`src/rtl/multicycle_control_fsm_pkg.sv`:
```
// Shared types and encodings for the multicycle RISC-V control FSM.
// Holds state enum, opcode constants, datapath select encodings and ALU opcodes.
package mc_ctrl_pkg;

  localparam int unsigned OP_W  = 7;
  localparam int unsigned SEL_W = 2;
  localparam int unsigned ALU_W = 4;

  typedef enum logic [3:0] {
    S_FETCH,
    S_DECODE,
    S_MEMADR,
    S_MEMREAD,
    S_MEMWB,
    S_MEMWRITE,
    S_EXECUTER,
    S_EXECUTEI,
    S_ALUWB,
    S_BRANCH,
    S_JAL,
    S_JALR,
    S_LUI
  } state_t;

  typedef enum logic [1:0] {
    ALU_MODE_ADD,
    ALU_MODE_RTYPE,
    ALU_MODE_ITYPE,
    ALU_MODE_BRANCH
  } alu_mode_t;

  localparam logic [OP_W-1:0] OP_LOAD   = 7'b0000011;
  localparam logic [OP_W-1:0] OP_STORE  = 7'b0100011;
  localparam logic [OP_W-1:0] OP_RTYPE  = 7'b0110011;
  localparam logic [OP_W-1:0] OP_ITYPE  = 7'b0010011;
  localparam logic [OP_W-1:0] OP_BRANCH = 7'b1100011;
  localparam logic [OP_W-1:0] OP_JAL    = 7'b1101111;
  localparam logic [OP_W-1:0] OP_JALR   = 7'b1100111;
  localparam logic [OP_W-1:0] OP_LUI    = 7'b0110111;

  localparam logic             ADR_PC       = 1'b0;
  localparam logic             ADR_ALUOUT   = 1'b1;

  localparam logic [SEL_W-1:0] SRC_A_PC     = 2'b00;
  localparam logic [SEL_W-1:0] SRC_A_OLDPC  = 2'b01;
  localparam logic [SEL_W-1:0] SRC_A_RD1    = 2'b10;
  localparam logic [SEL_W-1:0] SRC_A_ZERO   = 2'b11;

  localparam logic [SEL_W-1:0] SRC_B_RD2    = 2'b00;
  localparam logic [SEL_W-1:0] SRC_B_IMM    = 2'b01;
  localparam logic [SEL_W-1:0] SRC_B_FOUR   = 2'b10;

  localparam logic [SEL_W-1:0] RES_ALUOUT    = 2'b00;
  localparam logic [SEL_W-1:0] RES_READDATA  = 2'b01;
  localparam logic [SEL_W-1:0] RES_ALURESULT = 2'b10;

  localparam logic [ALU_W-1:0] ALU_ADD  = 4'b0000;
  localparam logic [ALU_W-1:0] ALU_SUB  = 4'b0001;
  localparam logic [ALU_W-1:0] ALU_AND  = 4'b0010;
  localparam logic [ALU_W-1:0] ALU_OR   = 4'b0011;
  localparam logic [ALU_W-1:0] ALU_SRA  = 4'b0100;
  localparam logic [ALU_W-1:0] ALU_SLT  = 4'b0101;
  localparam logic [ALU_W-1:0] ALU_SRL  = 4'b0110;
  localparam logic [ALU_W-1:0] ALU_SLL  = 4'b0111;
  localparam logic [ALU_W-1:0] ALU_SLTU = 4'b1000;
  localparam logic [ALU_W-1:0] ALU_XOR  = 4'b1001;

endpackage

```
`src/rtl/multicycle_control_fsm_alu_decoder.sv`:
```
// Maps the FSM's ALU mode plus funct3/funct7b5 onto the 4-bit ALU opcode.
module alu_decoder
  import mc_ctrl_pkg::*;
(
  input  alu_mode_t        alu_mode_i,
  input  logic [2:0]       funct3_i,
  input  logic             funct7b5_i,
  output logic [ALU_W-1:0] alu_control_o
);

  always_comb begin
    alu_control_o = ALU_ADD;
    case (alu_mode_i)
      ALU_MODE_ADD: alu_control_o = ALU_ADD;
      // Branch compares only need the funct3[2:1] pair; the low bit flips the sense.
      ALU_MODE_BRANCH: begin
        case (funct3_i[2:1])
          2'b10:   alu_control_o = ALU_SLT;
          2'b11:   alu_control_o = ALU_SLTU;
          default: alu_control_o = ALU_SUB;
        endcase
      end
      default: begin
        case (funct3_i)
          3'b000: alu_control_o = ((alu_mode_i == ALU_MODE_RTYPE) && funct7b5_i) ? ALU_SUB : ALU_ADD;
          3'b001: alu_control_o = ALU_SLL;
          3'b010: alu_control_o = ALU_SLT;
          3'b011: alu_control_o = ALU_SLTU;
          3'b100: alu_control_o = ALU_XOR;
          3'b101: alu_control_o = funct7b5_i ? ALU_SRA : ALU_SRL;
          3'b110: alu_control_o = ALU_OR;
          default: alu_control_o = ALU_AND;
        endcase
      end
    endcase
  end

endmodule

```
`src/rtl/multicycle_control_fsm.sv`:
```
// Multicycle RISC-V control unit: state register plus decoded datapath controls.
// Define MULTICYCLE_MEM_WAIT_EN to add mem_ready and stall the memory states.
module multicycle_control_fsm
  import mc_ctrl_pkg::*;
(
  input  logic             clk,
  input  logic             rst,
  input  logic [OP_W-1:0]  opcode,
  input  logic [2:0]       funct3,
  input  logic             funct7b5,
  input  logic             zero,
`ifdef MULTICYCLE_MEM_WAIT_EN
  input  logic             mem_ready,
`endif
  output logic             pc_write,
  output logic             ir_write,
  output logic             mem_write,
  output logic             reg_write,
  output logic             adr_src,
  output logic [SEL_W-1:0] alu_src_a,
  output logic [SEL_W-1:0] alu_src_b,
  output logic [SEL_W-1:0] result_src,
  output logic [ALU_W-1:0] alu_control,
  output logic             illegal_instr,
  output logic             retire
);

  state_t    state_q, state_d;
  alu_mode_t alu_mode_c;
  logic      mem_ok_c;
  logic      pc_write_c, ir_write_c, mem_write_c, reg_write_c, illegal_c, retire_c;

`ifdef MULTICYCLE_MEM_WAIT_EN
  assign mem_ok_c = mem_ready;
`else
  assign mem_ok_c = 1'b1;
`endif

  always_ff @(posedge clk) begin
    if (rst) state_q <= S_FETCH;
    else     state_q <= state_d;
  end

  // Next state and Moore decode; memory states hold until the access completes.
  always_comb begin
    state_d     = state_q;
    pc_write_c  = 1'b0;
    ir_write_c  = 1'b0;
    mem_write_c = 1'b0;
    reg_write_c = 1'b0;
    illegal_c   = 1'b0;
    retire_c    = 1'b0;
    adr_src     = ADR_PC;
    alu_src_a   = SRC_A_PC;
    alu_src_b   = SRC_B_RD2;
    result_src  = RES_ALUOUT;
    alu_mode_c  = ALU_MODE_ADD;
    case (state_q)
      S_FETCH: begin
        alu_src_b  = SRC_B_FOUR;
        result_src = RES_ALURESULT;
        ir_write_c = mem_ok_c;
        pc_write_c = mem_ok_c;
        if (mem_ok_c) state_d = S_DECODE;
      end
      S_DECODE: begin
        alu_src_a = SRC_A_OLDPC;
        alu_src_b = SRC_B_IMM;
        case (opcode)
          OP_LOAD, OP_STORE: state_d = S_MEMADR;
          OP_RTYPE:          state_d = S_EXECUTER;
          OP_ITYPE:          state_d = S_EXECUTEI;
          OP_BRANCH:         state_d = S_BRANCH;
          OP_JAL:            state_d = S_JAL;
          OP_JALR:           state_d = S_JALR;
          OP_LUI:            state_d = S_LUI;
          default: begin
            illegal_c = 1'b1;
            state_d   = S_FETCH;
          end
        endcase
      end
      S_MEMADR: begin
        alu_src_a = SRC_A_RD1;
        alu_src_b = SRC_B_IMM;
        state_d   = opcode[5] ? S_MEMWRITE : S_MEMREAD;
      end
      S_MEMREAD: begin
        adr_src = ADR_ALUOUT;
        if (mem_ok_c) state_d = S_MEMWB;
      end
      S_MEMWB: begin
        result_src  = RES_READDATA;
        reg_write_c = 1'b1;
        retire_c    = 1'b1;
        state_d     = S_FETCH;
      end
      S_MEMWRITE: begin
        adr_src     = ADR_ALUOUT;
        mem_write_c = mem_ok_c;
        retire_c    = mem_ok_c;
        if (mem_ok_c) state_d = S_FETCH;
      end
      S_EXECUTER: begin
        alu_src_a  = SRC_A_RD1;
        alu_mode_c = ALU_MODE_RTYPE;
        state_d    = S_ALUWB;
      end
      S_EXECUTEI: begin
        alu_src_a  = SRC_A_RD1;
        alu_src_b  = SRC_B_IMM;
        alu_mode_c = ALU_MODE_ITYPE;
        state_d    = S_ALUWB;
      end
      S_ALUWB: begin
        reg_write_c = 1'b1;
        retire_c    = 1'b1;
        state_d     = S_FETCH;
      end
      S_BRANCH: begin
        alu_src_a  = SRC_A_RD1;
        alu_mode_c = ALU_MODE_BRANCH;
        pc_write_c = zero ^ funct3[0] ^ funct3[2];
        retire_c   = 1'b1;
        state_d    = S_FETCH;
      end
      S_JAL: begin
        alu_src_a  = SRC_A_OLDPC;
        alu_src_b  = SRC_B_FOUR;
        pc_write_c = 1'b1;
        state_d    = S_ALUWB;
      end
      S_JALR: begin
        alu_src_a = SRC_A_RD1;
        alu_src_b = SRC_B_IMM;
        state_d   = S_JAL;
      end
      S_LUI: begin
        alu_src_a = SRC_A_ZERO;
        alu_src_b = SRC_B_IMM;
        state_d   = S_ALUWB;
      end
      default: state_d = S_FETCH;
    endcase
  end

  alu_decoder u_alu_decoder (
    .alu_mode_i    (alu_mode_c),
    .funct3_i      (funct3),
    .funct7b5_i    (funct7b5),
    .alu_control_o (alu_control)
  );

  // Strobes are suppressed for the whole reset window.
  assign pc_write      = pc_write_c  & ~rst;
  assign ir_write      = ir_write_c  & ~rst;
  assign mem_write     = mem_write_c & ~rst;
  assign reg_write     = reg_write_c & ~rst;
  assign illegal_instr = illegal_c   & ~rst;
  assign retire        = retire_c    & ~rst;

endmodule

```
`config.mk`:
```
export PLATFORM = sky130hd
export DESIGN_NAME = multicycle_control_fsm
export DESIGN_NICKNAME = d
export VERILOG_FILES = /design/src/rtl/multicycle_control_fsm_pkg.sv /design/src/rtl/multicycle_control_fsm_alu_decoder.sv /design/src/rtl/multicycle_control_fsm.sv
export SDC_FILE = /design/constraint.sdc
export NUM_CORES = 1
export LEC_CHECK = 0
export CORE_UTILIZATION = 42
export DETAILED_ROUTE_END_ITERATION = 6
export GPL_TIMING_DRIVEN = 1
export PLACE_DENSITY_LB_ADDON = 0.15
export SETUP_SLACK_MARGIN = 0.05
export SYNTH_ARGS = -nofsm -noshare
export SYNTH_HDL_FRONTEND = slang
export SYNTH_SLANG_ARGS = --single-unit
```
`constraint.sdc`:
```
create_clock -name clk -period 3 [get_ports clk]
set_clock_uncertainty 0.15 [all_clocks]
set_input_delay 0.6 -clock clk [delete_from_list [all_inputs] [get_ports clk]]
set_output_delay 0.6 -clock clk [all_outputs]
set_load 0.02 [all_outputs]
```
* Word level (Yosys, flattened, before mapping)
Index checks and enable logic that the tools add are counted.
W data, S select, Z words.
** Word-level totals
- Bits in registers :: 4
- Input port bits :: 14
- Output and inout bits :: 17
- Logic and storage cells :: 74
** Cells by class
- Equal/unequal tests :: 30
- Multiplexer cells :: 20
- Bitwise gates (word level) :: 9
- Reduce and logical (&&, ||, !) cells :: 14
** Operators with widths (count)
- $pmux W4 S7 :: 2
- $pmux W4 S6 :: 1
- $eq A7 B6 Y1 const B :: 3
- $eq A7 B7 Y1 const B :: 3
- $eq A4 B4 Y1 const B :: 5
- $eq A4 B3 Y1 const B :: 4
- $pmux W4 S2 :: 2
- $pmux W2 S3 :: 2
- $reduce_or A2 Y1 :: 5
- $reduce_or A5 Y1 :: 2
- $eq A3 B3 Y1 const B :: 3
- $eq A4 B2 Y1 const B :: 2
- $mux W1 :: 8
- $pmux W2 S2 :: 2
- $reduce_or A4 Y1 :: 2
- $reduce_or A8 Y1 :: 1
- $eq A7 B2 Y1 const B :: 1
- $eq A7 B5 Y1 const B :: 1
- $and A1 B1 Y1 :: 6
- $eq A2 B2 Y1 const B :: 3
- $eq A3 B2 Y1 const B :: 2
- $eq A4 B1 Y1 const B :: 1
- $logic_not A4 Y1 :: 1
- $eq A3 B1 Y1 const B :: 1
- 9 further kinds :: 10

* Longest topological paths before layout
- Depth in word-level cells :: 7
- Depth in mapped cells :: 8
- Depth with buffers taken out :: 7

* By module
Synthesis repeated with hierarchy kept, for this count alone.
** Second synthesis, totals
- Cell total of the unflattened synthesis :: 101
- Area, all modules :: 640.6 µm²
** Modules (own cells, without submodules)
- multicycle_control_fsm :: times used 1, cells each 79, area an instance 505.5 µm²
- alu_decoder :: times used 1, cells each 22, area an instance 135.1 µm²

* Worst setup path after synthesis
No wires, ideal clock.
- Path type :: input-to-output
- Start :: input funct3[2]
- End :: output pc_write
- Arrival time :: 1.855 ns
- Slack :: 0.395 ns
- Stages :: 5
- Cell sequence :: buf_2 > xor2_1 > xnor2_1 > o211a_1 > nor4_1
** Between the ends
- Word-level cells in the longest chain between the ends :: 3
** RTL lines
- from (decl) :: RTL line multicycle_control_fsm.sv:9 : input logic [2:0] funct3,
- $xor A1 B1 Y1 :: RTL line multicycle_control_fsm.sv:123 : pc_write_c = zero ^ funct3[0] ^ funct3[2];
- $pmux W1 S2 :: RTL line multicycle_control_fsm.sv:58 : case (state_q)
- $and A1 B1 Y1 :: RTL line multicycle_control_fsm.sv:155 : assign pc_write = pc_write_c & ~rst;
- to (decl) :: RTL line multicycle_control_fsm.sv:15 : output logic pc_write,
Every way passes these cells.

* Worst setup path in the final report
- Start :: register state_q[1]
- End :: output alu_src_a[0]
** Between the ends
- Word-level cells in the longest chain between the ends :: 3
- Elaborated cells on any way between the ends :: 11
** RTL lines
- from (decl) :: RTL line multicycle_control_fsm.sv:28 : state_t state_q, state_d;
- from (signal assigned) :: RTL line multicycle_control_fsm.sv:41 : else state_q <= state_d;
- $eq A4 B4 Y1 (tied with other cells) :: RTL line multicycle_control_fsm.sv:58
- $reduce_or A5 Y1 (no source line) or $reduce_or A2 Y1 (tied branches)
- $pmux W2 S3 * :: RTL line multicycle_control_fsm.sv:58
- to (decl) :: RTL line multicycle_control_fsm.sv:20 : output logic [SEL_W-1:0] alu_src_a,
Mark *: on every way between the ends. The rest lies on a longest branch, timed or not.

==> results.ini <==
[outcome]
status=finished, violations left
violations=design-rule violations

[global_routing]
grt_start_max_net_pins=14
grt_pass1_vias=911
use_met3_pct=4.17
grt-busiest-layer=met2
grtUsageMet1_pct=35.2
grt_remaining_overflow=0
grt_use_met2_pct=45.2
grt_pass1_wl_mm=3.97
track_usage_pct=27.1
grt_antenna_before_repair=0

[yosys]
yosysWarnings=0
netlist_area_um2=724
synth_cell_types=39
synth_ff_type=dfxtp_1
syn_nets=129
avgSynthCellArea_um2=6.41
synth_edf_count=0
ys_async_sr_fraction_pct=0
postSynthCellCount=113
synth-seq-cells=4
synth_seq_area_share_pct=11.1

[hold_path]
hp-class=flop to flop

[route]
first_pass_iters=6
ant_nets=0
dr.first_iter.drc_count=18
wl_mm=2.19
vias_per_cell=5.86
drc_errors=4
wl_per_cell_um=13.1
vias=978

[critical_path]
critPathMaxStageDelay_ns=0.63
worst_path_max_delay_cell=clkdlybuf4s50_1
crit_fanout=9
startpoint_type=flop
critPathKind=flop to output port
crit_required_ns=2.25
critPathCaptureType=output port
cp_data_arrival_time_ns=2.08
path_cells=or2b_1 > buf_4 > mux2_2 > o21ai_0 > clkdlybuf4s50_1
reg2reg_setup_slack_ns=1.25

[power]
power.density_nw_per_um2=205
ir_drop_v=0.000226
total_leakage_power_nw=0.497

[layout]
final_common_cell=clkdlybuf4s50_1
fin_area_um2=1130
finalNetCount=169
largest_reg_flops=4
final_layout_size_suffix_gt1_share_pct=16.6
utilization_pct=72.2
reg_top3=state_q x4
area_delta_synth_final_pct=55.4
diodes=0
regMostFlops=state_q
layout_common_cells=22 x clkdlybuf4s50_1, 15 x buf_4, 11 x nor2_1

[placement]
gp_congestion=0.805
port_buffers=30
placed_area_um2=1110
place_hpwl_mm=1.72

[cts]
clockRootBuffer=clkbuf_4
clk_latency_ns=0.23
h-tree-depth=1
clkTransAtPathRegs_ns=0.04
clockBufferDepth=2
cts_sinks=4
cts_buffers=3
tritoncts=done
cts_setup_buffers=0
hold_buffers=0

[timing]
finalHoldViolCount=0
slew_headroom_pct=81.4
fmax_mhz=354
hold_ws_ns=0.414
drv_slew=0
setup_viol=0
worst_pin_slew_ns=0.277
min_period_ns=2.83
rsz0062_at_grt=no
period_share_pct=94.3

[floorplanning]
start_util_pct=46.5
core-area_um2=1560
fp.dieW_um=43.5
die_h_um=43.5
pin_count=31
die_area_um2=1890
row_count=14

[run]
max_cap_viol_count=0

## synthesized netlist by cell type (2+ instances only)
library cell | count | area (µm²)
clkbuf_1 | 5 | 18.8
and2b_1 | 2 | 15.0
nor2b_1 | 5 | 31.3
a31oi_1 | 3 | 18.8
a211o_1 | 2 | 17.5
xnor2_1 | 2 | 17.5
nor3_1 | 9 | 45.0
buf_2 | 3 | 15.0
o21ai_0 | 8 | 40.0
inv_1 | 2 | 7.51
nand3_1 | 5 | 25.0
o22ai_1 | 3 | 18.8
a21o_1 | 2 | 15.0
ha_1 | 2 | 25.0
nand2b_1 | 5 | 31.3
nor4_1 | 3 | 18.8
dfxtp_1 | 4 | 80.1
nor2_1 | 11 | 41.3
or4_1 | 2 | 15.0
nand2_1 | 9 | 33.8
a21oi_1 | 8 | 40.0
## metrics by stage
step / TNS, ns / setup WS (ns) / instances / total power, mW
after floorplan: 0 / 0.395 / 113 / 0.113
after global placement: -0.129 / -0.108 / 164 / 0.164
after detailed placement: -0.202 / -0.120 / 164 / 0.167
after CTS: 0 / 0.0567 / 167 / 0.233
after global routing: 0 / 0.0565 / 167 / 0.249
final: 0 / 0.172 / 167 / 0.231
## final cells by class
class,instances,area [µm²]
clock buffers,3,22.5
inverters,3,11.3
flip-flops and latches,4,81.3
fillers,146,433
repair buffers,45,405
well taps,16,20.0
multi-input cells,96,586
## where the power goes
part	internal [mW]	total, mW	switching, mW
logic	0.0539	0.107	0.0527
clock network	0.0447	0.0662	0.0215
registers	0.0549	0.0577	0.00283
## layer usage
metal	part of all wire [%]	vias to the layer above	wire length (µm)
met3	4.7	2	102
met4	0.64	0	14
li1	-	493	-
met2	50	33	1100
met1	45	450	979
met5	0	-	0
## cell families after synthesis
logic type / Yosys count / share of synthesized area, %
AO/OA/AOI/OAI: 33 / 29.7
buffers and inverters: 13 / 8.29
adder cells (fa/ha/maj): 2 / 3.45
flip-flops: 4 / 11.1
multiplexers: 1 / 1.55
XOR/XNOR: 3 / 3.63
AND/OR/NAND/NOR: 57 / 42.3
## critical path, delay by kind of cell (launching register included)
kind                   cells  cell delay, ns
AND/OR/NAND/NOR            1            0.26
AO/OA/AOI/OAI              1            0.15
flip-flops                 1            0.40
multiplexers               1            0.25
buffers and inverters      2            0.78
## final timing paths
check | start | endpoint | depth (start not counted)
worst max-delay path | state_q[1] | alu_src_a[0] | 5
worst min-delay path | state_q[1] | state_q[2] | 2
worst max register to register | state_q[0] | state_q[1] | 4
worst min register to register | state_q[1] | state_q[2] | 2
## timing repair
item                                    CTS  global route
endpoints found under the setup margin    7             5
endpoints found under the hold margin     0             0
pin swaps                                 0             0
gates resized for setup                   8             8
Power figures use the tool's default switching activity.
